--- src/rtl/expansion_input_filter_pkg.sv ---
// Shared constants and helpers for the RIO expansion input path.
// Defaults here are reused by the expander instantiation.
package rio_expansion_pkg;

  localparam int EXP_TICK_DIV = 1000;
  localparam int EXP_DEBOUNCE = 4;

  // Ceiling log2, never below 1 so single-value counters still get a bit.
  function automatic int clog2(input int value);
    int w;
    w = 1;
    while ((1 << w) < value) w++;
    return w;
  endfunction

endpackage

--- src/rtl/expansion_input_filter_if.sv ---
// Bundle of expander input, enable/clear controls and filtered event outputs.
interface expansion_input_filter_if #(
  parameter int WIDTH = 8
);

  logic [WIDTH-1:0] raw_in;
  logic [WIDTH-1:0] rise_en;
  logic [WIDTH-1:0] fall_en;
  logic [WIDTH-1:0] event_clr;
  logic [WIDTH-1:0] filtered;
  logic [WIDTH-1:0] change_strobe;
  logic [WIDTH-1:0] rise_flag;
  logic [WIDTH-1:0] fall_flag;
  logic             irq;

  modport master (
    output raw_in, rise_en, fall_en, event_clr,
    input  filtered, change_strobe, rise_flag, fall_flag, irq
  );

  modport slave (
    input  raw_in, rise_en, fall_en, event_clr,
    output filtered, change_strobe, rise_flag, fall_flag, irq
  );

endinterface

--- src/rtl/expansion_input_filter_debounce.sv ---
// One-bit tick-sampled debouncer: the level must differ for DEBOUNCE
// consecutive ticks before the filtered output follows.
module expansion_debounce_bit
  import rio_expansion_pkg::*;
#(
  parameter int   DEBOUNCE  = EXP_DEBOUNCE,
  parameter logic RESET_BIT = 1'b0
) (
  input  logic clk,
  input  logic rst,
  input  logic i_sync,
  input  logic i_tick,
  output logic o_filtered,
  output logic o_change,
  output logic o_rise_set,
  output logic o_fall_set
);

  localparam int CNT_W = clog2(DEBOUNCE);

  logic [CNT_W-1:0] r_cnt;
  logic             r_filtered;
  logic             r_change;
  logic             w_differ;
  logic             w_commit;

  assign w_differ = (i_sync != r_filtered);
  assign w_commit = i_tick && w_differ && (r_cnt == CNT_W'(DEBOUNCE - 1));

  always_ff @(posedge clk or posedge rst) begin
    if (rst) begin
      r_cnt      <= '0;
      r_filtered <= RESET_BIT;
      r_change   <= 1'b0;
    end else begin
      r_change <= w_commit;
      if (i_tick) begin
        // A matching sample restarts the count, which is what rejects glitches.
        if (!w_differ) begin
          r_cnt <= '0;
        end else if (w_commit) begin
          r_filtered <= i_sync;
          r_cnt      <= '0;
        end else begin
          r_cnt <= r_cnt + 1'b1;
        end
      end
    end
  end

  assign o_filtered = r_filtered;
  assign o_change   = r_change;
  assign o_rise_set = w_commit & i_sync;
  assign o_fall_set = w_commit & ~i_sync;

endmodule

--- src/rtl/expansion_input_filter.sv ---
// Synchronizes and debounces expander inputs, then raises sticky edge flags
// and a maskable, registered interrupt for the register interface.
module expansion_input_filter
  import rio_expansion_pkg::*;
#(
  parameter int               WIDTH       = 8,
  parameter int               TICK_DIV    = EXP_TICK_DIV,
  parameter int               DEBOUNCE    = EXP_DEBOUNCE,
  parameter logic [WIDTH-1:0] RESET_VALUE = '0
) (
  input logic                     clk,
  input logic                     rst,
  expansion_input_filter_if.slave bus
);

  localparam int TICK_W = clog2(TICK_DIV);

  logic [WIDTH-1:0]  r_sync1;
  logic [WIDTH-1:0]  r_sync2;
  logic [TICK_W-1:0] r_tick_cnt;
  logic              w_tick;
  logic [WIDTH-1:0]  w_filtered;
  logic [WIDTH-1:0]  w_change;
  logic [WIDTH-1:0]  w_rise_set;
  logic [WIDTH-1:0]  w_fall_set;
  logic [WIDTH-1:0]  r_rise_flag;
  logic [WIDTH-1:0]  r_fall_flag;
  logic              r_irq;

  // raw_in comes from the slow I2C domain; only r_sync2 is used past here.
  always_ff @(posedge clk or posedge rst) begin
    if (rst) begin
      r_sync1 <= RESET_VALUE;
      r_sync2 <= RESET_VALUE;
    end else begin
      r_sync1 <= bus.raw_in;
      r_sync2 <= r_sync1;
    end
  end

  assign w_tick = (r_tick_cnt == TICK_W'(TICK_DIV - 1));

  always_ff @(posedge clk or posedge rst) begin
    if (rst) begin
      r_tick_cnt <= '0;
    end else if (w_tick) begin
      r_tick_cnt <= '0;
    end else begin
      r_tick_cnt <= r_tick_cnt + 1'b1;
    end
  end

  for (genvar gi = 0; gi < WIDTH; gi++) begin : g_bit
    expansion_debounce_bit #(
      .DEBOUNCE  (DEBOUNCE),
      .RESET_BIT (RESET_VALUE[gi])
    ) u_debounce (
      .clk        (clk),
      .rst        (rst),
      .i_sync     (r_sync2[gi]),
      .i_tick     (w_tick),
      .o_filtered (w_filtered[gi]),
      .o_change   (w_change[gi]),
      .o_rise_set (w_rise_set[gi]),
      .o_fall_set (w_fall_set[gi])
    );
  end

  // Set is OR-ed in after the clear so a coincident new edge survives.
  always_ff @(posedge clk or posedge rst) begin
    if (rst) begin
      r_rise_flag <= '0;
      r_fall_flag <= '0;
      r_irq       <= 1'b0;
    end else begin
      r_rise_flag <= (r_rise_flag & ~bus.event_clr) | w_rise_set;
      r_fall_flag <= (r_fall_flag & ~bus.event_clr) | w_fall_set;
      r_irq       <= |((r_rise_flag & bus.rise_en) | (r_fall_flag & bus.fall_en));
    end
  end

  assign bus.filtered      = w_filtered;
  assign bus.change_strobe = w_change;
  assign bus.rise_flag     = r_rise_flag;
  assign bus.fall_flag     = r_fall_flag;
  assign bus.irq           = r_irq;

endmodule

--- src/flat_wrapper.sv ---
// flat-port wrapper written by rule: the top's interface ports become plain ports
module expansion_input_filter_flat import rio_expansion_pkg::*;
#(
  parameter int               WIDTH       = 8,
  parameter int               TICK_DIV    = EXP_TICK_DIV,
  parameter int               DEBOUNCE    = EXP_DEBOUNCE,
  parameter logic [WIDTH-1:0] RESET_VALUE = '0
)
  (clk, rst, bus_raw_in, bus_rise_en, bus_fall_en, bus_event_clr, bus_filtered, bus_change_strobe, bus_rise_flag, bus_fall_flag, bus_irq);
  expansion_input_filter_if #(.WIDTH(WIDTH)) bus_i ();
  input logic clk;
  input logic rst;
  input wire logic [$bits(bus_i.raw_in)-1:0] bus_raw_in;
  input wire logic [$bits(bus_i.rise_en)-1:0] bus_rise_en;
  input wire logic [$bits(bus_i.fall_en)-1:0] bus_fall_en;
  input wire logic [$bits(bus_i.event_clr)-1:0] bus_event_clr;
  output wire logic [$bits(bus_i.filtered)-1:0] bus_filtered;
  output wire logic [$bits(bus_i.change_strobe)-1:0] bus_change_strobe;
  output wire logic [$bits(bus_i.rise_flag)-1:0] bus_rise_flag;
  output wire logic [$bits(bus_i.fall_flag)-1:0] bus_fall_flag;
  output wire logic [$bits(bus_i.irq)-1:0] bus_irq;
  assign bus_i.raw_in = bus_raw_in;
  assign bus_i.rise_en = bus_rise_en;
  assign bus_i.fall_en = bus_fall_en;
  assign bus_i.event_clr = bus_event_clr;
  assign bus_filtered = bus_i.filtered;
  assign bus_change_strobe = bus_i.change_strobe;
  assign bus_rise_flag = bus_i.rise_flag;
  assign bus_fall_flag = bus_i.fall_flag;
  assign bus_irq = bus_i.irq;
  expansion_input_filter #(.WIDTH(WIDTH), .TICK_DIV(TICK_DIV), .DEBOUNCE(DEBOUNCE), .RESET_VALUE(RESET_VALUE)) u_core (.clk(clk), .rst(rst), .bus(bus_i));
endmodule
--- config.mk ---
export PLATFORM = sky130hd
export DESIGN_NAME = expansion_input_filter_flat
export DESIGN_NICKNAME = d
export VERILOG_FILES = /design/src/rtl/expansion_input_filter_pkg.sv /design/src/rtl/expansion_input_filter_if.sv /design/src/rtl/expansion_input_filter_debounce.sv /design/src/rtl/expansion_input_filter.sv /design/src/flat_wrapper.sv
export SDC_FILE = /design/constraint.sdc
export NUM_CORES = 1
export LEC_CHECK = 0
export CAP_MARGIN = 20
export CORE_AREA = 4 4 86 88
export CTS_CLUSTER_DIAMETER = 200
export DETAILED_ROUTE_END_ITERATION = 6
export DIE_AREA = 0 0 90 92
export DONT_BUFFER_PORTS = 1
export PLACE_DENSITY_LB_ADDON = 0.25
export SETUP_SLACK_MARGIN = 0.3
export SYNTH_ARGS = -nofsm -noshare
export SYNTH_HDL_FRONTEND = slang
export SYNTH_SLANG_ARGS = --single-unit
--- constraint.sdc ---
create_clock -name clk -period 4.2 [get_ports clk]
set_input_delay 0.42 -clock clk [delete_from_list [all_inputs] [get_ports clk]]
set_output_delay 0.42 -clock clk [all_outputs]
set_load 0.05 [all_outputs]
# Yosys cells after proc, flatten, opt, wreduce, memory -nomap -nowiden
# Index checks and enable logic that the tools add are counted.
[totals] ff_bits=75 in_bits=34 output_inout_bits=33 elab_cells=130
[op_classes] addsub=9 n_eq_ne=17 n_mux=17 bitwise_logic=32 reduce_logical=25
[op_table] cell="8-bit bitwise AND" n=4
[op_table] cell="2-bit two-way mux" n=16
[op_table] cell="8-bit OR" n=3
[op_table] cell="3-bit AND reduction" n=8
[op_table] cell="2-bit by 1-bit adder with 2-bit output, second input constant" n=8
[op_table] cell="1-bit bitwise AND" n=16
[op_table] cell="2-bit == test, second input constant" n=8
[op_table] cell="1-bit logical AND" n=16
[op_table] cell="10-bit by 1-bit adder with 10-bit output, second input constant" n=1
[op_table] cell="10-bit == test, second input constant" n=1
[op_table] cell="10-bit two-way mux" n=1
[op_table] cell="1-bit inequality test" n=8
[op_table] cell="1-bit NOT" n=8
[op_table] cell="8-bit NOT" n=1
[op_table] cell="8-bit OR reduction" n=1

# Logic depth before layout (Yosys ltp)
[depth] ltp_word=5 ltp_mapped=5 mapped_depth_nobuf=4

# Cells and area by module
# A second synthesis with hierarchy kept.
[unflattened] cells_unflattened=255 hier_area_um2=3071.7
[by_module_without_submodules] mod="expansion_input_filter" n_inst=1 cells_per_inst=111 area_each_um2=1540.2 seq_area_each_um2=1076.0
[by_module_without_submodules] mod="expansion_debounce_bit" n_inst=8 cells_per_inst=18 area_each_um2=191.4 seq_area_each_um2=100.1

# Worst setup path after synthesis
# OpenSTA, ideal clock, no wires.
[synth_timing] path_kind="flip-flop to flip-flop" from="register u_core.r_tick_cnt[0]" to="register u_core.g_bit[0].u_debounce.r_cnt[0]" setup_ns=0.125 arrival_time_ns=1.510 required_time_ns=4.075 path_slack_ns=2.565 path_stages_with_launch=6 path_buffers=1 period_less_slack_ns=1.635 cell_sequence="dfrtp_1 > ha_1 > nand2_1 > nor4_4 > buf_6 > mux2_2"
[synth_via] elab_chain_len=5
[synth_rtl] element="start, declared" line_no="expansion_input_filter.sv:20" rtl="logic [TICK_W-1:0] r_tick_cnt;"
[synth_rtl] element="start signal, assigned" line_no="expansion_input_filter.sv:49" rtl="r_tick_cnt <= r_tick_cnt + 1'b1;"
[synth_rtl] element="10-bit == test (*)" line_no="expansion_input_filter.sv:41" rtl="assign w_tick = (r_tick_cnt == TICK_W'(TICK_DIV - 1));"
[synth_rtl] element="1-bit logical AND (2 in series)" line_no="expansion_input_filter_debounce.sv:28" rtl="assign w_commit = i_tick && w_differ && (r_cnt == CNT_W'(DEBOUNCE - 1));"
[synth_rtl] element="2-bit two-way mux" line_no="expansion_input_filter_debounce.sv:41" rtl="end else if (w_commit) begin"
[synth_rtl] element="2-bit two-way mux" line_no="expansion_input_filter_debounce.sv:39" rtl="if (!w_differ) begin"
[synth_rtl] element="end signal, assigned" line_no="expansion_input_filter_debounce.sv:45" rtl="r_cnt <= r_cnt + 1'b1;"
[synth_rtl] element="end, declared" line_no="expansion_input_filter_debounce.sv:21" rtl="logic [CNT_W-1:0] r_cnt;"
# Mark *: on every way between the ends. The rest lies on a longest branch, timed or not.
# A chain may end at the register's enable or synchronous reset.

# Final worst setup path
[layout_timing] from="register u_core.r_tick_cnt[0]" to="register u_core.g_bit[7].u_debounce.r_cnt[1]"
[layout_via] elab_chain_len=5
[layout_rtl] element="10-bit == test (*)" line_no="expansion_input_filter.sv:41"
[layout_rtl] element="1-bit logical AND (2 in series)" line_no="expansion_input_filter_debounce.sv:28"
[layout_rtl] element="2-bit two-way mux" line_no="expansion_input_filter_debounce.sv:41"
[layout_rtl] element="2-bit two-way mux" line_no="expansion_input_filter_debounce.sv:39"
[layout_rtl] element="end signal, assigned" line_no="expansion_input_filter_debounce.sv:45"
[layout_rtl] element="end, declared" line_no="expansion_input_filter_debounce.sv:21"
# Marks and branches as above.

==> results.py <==
metrics = {
    "global_route": {
        "grt_max_degree": 62,
        "grt_pass1_vias": 2053,
        "grt_use_total_pct": 15.9,
        "overflow": 0,
        "grt_pass1_wl_mm": 10.2,
        "antenna_found_initial": 0,
    },
    "worst_setup_path": {
        "cp-start-kind": "register",
        "r2r_slack_ps": 2000,
        "r2r_start": "u_core.r_tick_cnt[0]",
        "cp.required_ps": 4420,
        "critPathMaxFanout": 12,
        "r2r_cells": 5,
        "reg2reg_to": "u_core.g_bit[7].u_debounce.r_cnt[1]",
        "worstSetupEndpointType": "register",
        "arrival_ps": 2420,
        "worstSetupPathType": "register to register",
    },
    "clock_tree": {
        "cts_tree": "built",
        "h-tree-depth": 3,
        "cts-root-buf": "clkbuf_8",
        "clk_pin_slew_ps": 80,
        "clk_latency_ps": 340,
        "clock_path_buffers": 2,
        "numCtsBuffers": 9,
        "cts_sinks": 75,
    },
    "synth": {
        "synthCells": 265,
        "avgSynthCellArea_sq_um": 12.2,
        "ys_ff_latch": 75,
        "async_flop_share_pct": 100,
        "ys_seq_area_share_pct": 58.0,
        "yosysUniqueCellTypes": 35,
        "synth_area_sq_mm": 0.00324,
        "synth_fp_nets": 308,
        "synth.largest_area_cell": "dfrtp_1",
        "synthTopCellsByCount": "dfrtp_1 (75), inv_1 (33), buf_4 (16), mux2_2 (16), o32ai_1 (16)",
        "synth_edf_count": 0,
        "synthFlopType": "dfrtp_1",
        "synthTopCellsByArea": "dfrtp_1 (58%), mux2_2 (5.6%), o32ai_1 (4.3%)",
        "synth.most_common_cell": "dfrtp_1",
        "yosysWarnings": 0,
        "yosysTopAreaCellShare_pct": 58.0,
    },
    "power": {
        "p_switching_uw": 290,
        "p_leak_uw": 0.00163,
        "comb_power_share_pct": 2.0,
        "clockPowerShare_pct": 41.5,
        "ir_drop_mv": 0.195,
        "swShare_pct": 22.3,
        "power.density_mw_per_mm2": 382,
        "power.internal_uw": 1010,
        "sequentialPowerShare_pct": 56.5,
    },
    "status": {
        "status": "finished clean",
    },
    "drt": {
        "ant_nets": 0,
        "route.detailed.drc": 0,
        "drt_iter0_markers": 113,
        "routedWlPerCell_um": 17.7,
        "via_per_inst": 5.64,
        "routed_wirelength_mm": 6.05,
        "first_pass_iters": 4,
        "vias": 1934,
    },
    "timing": {
        "period_minus_slack_ps": 2200,
        "fin_tns_setup_ps": 0,
        "worst_slew_pin_slew_ps": 750,
        "slew_viol_final": 0,
        "maxSlewHeadroom_pct": 49.6,
        "fin_hold_ws_ps": 99.2,
        "fin_crit_sh_pct": 52.4,
        "fin_skew_ps": 9.59,
        "max_freq_mhz": 454,
        "hold_viol_final": 0,
        "setup_viol": 0,
        "rsz0062_at_grt": "no",
    },
    "run": {
        "cap_viol_max_count": 0,
    },
    "die": {
        "initial_utilization_pct": 48.7,
        "dieArea_sq_mm": 0.00828,
        "rows": 30,
        "die-height_um": 92,
        "fp.dieW_um": 90,
        "core-area_sq_mm": 0.00664,
        "io_pins": 67,
    },
    "hold_path": {
        "hold_path_end": "u_core.r_sync1[0]",
        "worstHoldPathCells": 0,
        "hp-class": "input port to register",
        "min-delay-start": "bus_raw_in[0]",
    },
    "final_layout": {
        "drive_gt1_share_pct": 13.7,
        "nets": 302,
        "syn_to_final_growth_pct": 5.02,
        "num_antenna_cells": 0,
        "final_util_pct": 51.2,
    },
    "placed_design": {
        "port_buffers": 0,
        "routabilityCongestion": 0.702,
        "dp_hpwl_mm": 4.38,
    },
}
[kinds of logic (layout without fill, tap and decap cells)]
| group | after synthesis | count (layout) | synth area share (%) |
|---|---|---|---|
| DFF | 75 | 75 | 58.0 |
| buffers and inverters | 54 | 52 | 8.66 |
| muxes | 24 | 24 | 8.04 |
| and+or+nand+nor | 57 | 57 | 10.4 |
| xor gates and xnor gates | 11 | 11 | 2.98 |
| adders and majority gates | 9 | 9 | 3.48 |
| AOI/OAI and AO/OA | 35 | 35 | 8.54 |
[worst max-delay path, cell delays in order, from the launching register on]
cell and delay (ps):
dfrtp_1 370, ha_1 260, nand2_1 120, nor4_4 650, buf_4 320, mux2_2 360
[through the flow]
stage	power, uW	std cells	setup slack (ps)	instance area [sq um]
after detailed placement	775	327	2000	3200
after floorplan	767	265	1870	3240
after CTS	1320	343	1980	3400
after global routing	1350	343	1840	3400
after global placement	774	327	2060	3200
final	1300	343	2000	3400
[cell type report]
class	instances	area (sq um)
timing repair buffer	3	25.0
tap	80	100
sequential	75	1880
clock inverter	6	65.1
fill	573	3240
multi-input combinational	136	1080
inverter	34	129
clock buffer	9	124
[state kept, by name, summed over array words and instances (netlist names)]
signal and flops:
u_core.g_bit.u_debounce.r_cnt 16, u_core.r_tick_cnt 10, u_core.bus.fall_flag 8, u_core.bus.rise_flag 8, u_core.g_bit.u_debounce.o_change 8, u_core.g_bit.u_debounce.o_filtered 8, u_core.r_sync1 8, u_core.r_sync2 8
u_core.bus.irq 1
[metal layers]
layer | share of wire, % | vias to the layer above | track usage, %
met4 | 1.9 | 0 | 7.65
met5 | 0 | - | 0
met1 | 44 | 954 | 20.5
met2 | 47 | 59 | 24.2
li1 | - | 908 | -
met3 | 7.8 | 13 | 5.33
[power by group through the flow]
stage,Sequential (uW),Combinational [uW],Clock (uW)
6_report,734,25.8,539
3_3_place_gp,748,25.8,0
5_1_grt,735,30.4,585
2_1_floorplan,747,19.8,0
4_1_cts,734,27.2,554
3_5_place_dp,749,26.2,0
[how the worst max path moves through the flow]
| stage | slack, ps | start | endpoint | cells past startpoint |
|---|---|---|---|---|
| floorplan | 1870 | rst | u_core.bus.fall_flag[0] | 1 |
| global placement | 2060 | u_core.r_tick_cnt[0] | u_core.g_bit[6].u_debounce.r_cnt[1] | 5 |
| detailed placement | 2000 | u_core.r_tick_cnt[0] | u_core.g_bit[7].u_debounce.r_cnt[1] | 5 |
| CTS | 1980 | u_core.r_tick_cnt[0] | u_core.g_bit[7].u_debounce.r_cnt[1] | 5 |
| global route | 1840 | u_core.r_tick_cnt[0] | u_core.g_bit[7].u_debounce.r_cnt[1] | 5 |
| finish | 2000 | u_core.r_tick_cnt[0] | u_core.g_bit[7].u_debounce.r_cnt[1] | 5 |
[cell usage in the layout, fill, tap and decap left out, types with 9 or more instances in the layout]
| cell | count |
|---|---|
| clkbuf_8 | 9 |
| dfrtp_1 | 75 |
| ha_1 | 9 |
| inv_1 | 32 |
| mux2_2 | 16 |
| nand4_1 | 9 |
| nor2_1 | 10 |
| nor2b_1 | 9 |
| nor3_1 | 10 |
| o32ai_1 | 16 |
| xnor2_1 | 9 |
[repair_timing]
| action | 4_1_cts | 5_1_grt |
|---|---|---|
| hold buffers | 1 | 0 |
| hold endpoints to repair | 14 | 0 |
| gates resized for setup | 0 | 0 |
| setup buffers | 0 | 0 |
(Power assumes the default switching activity.)
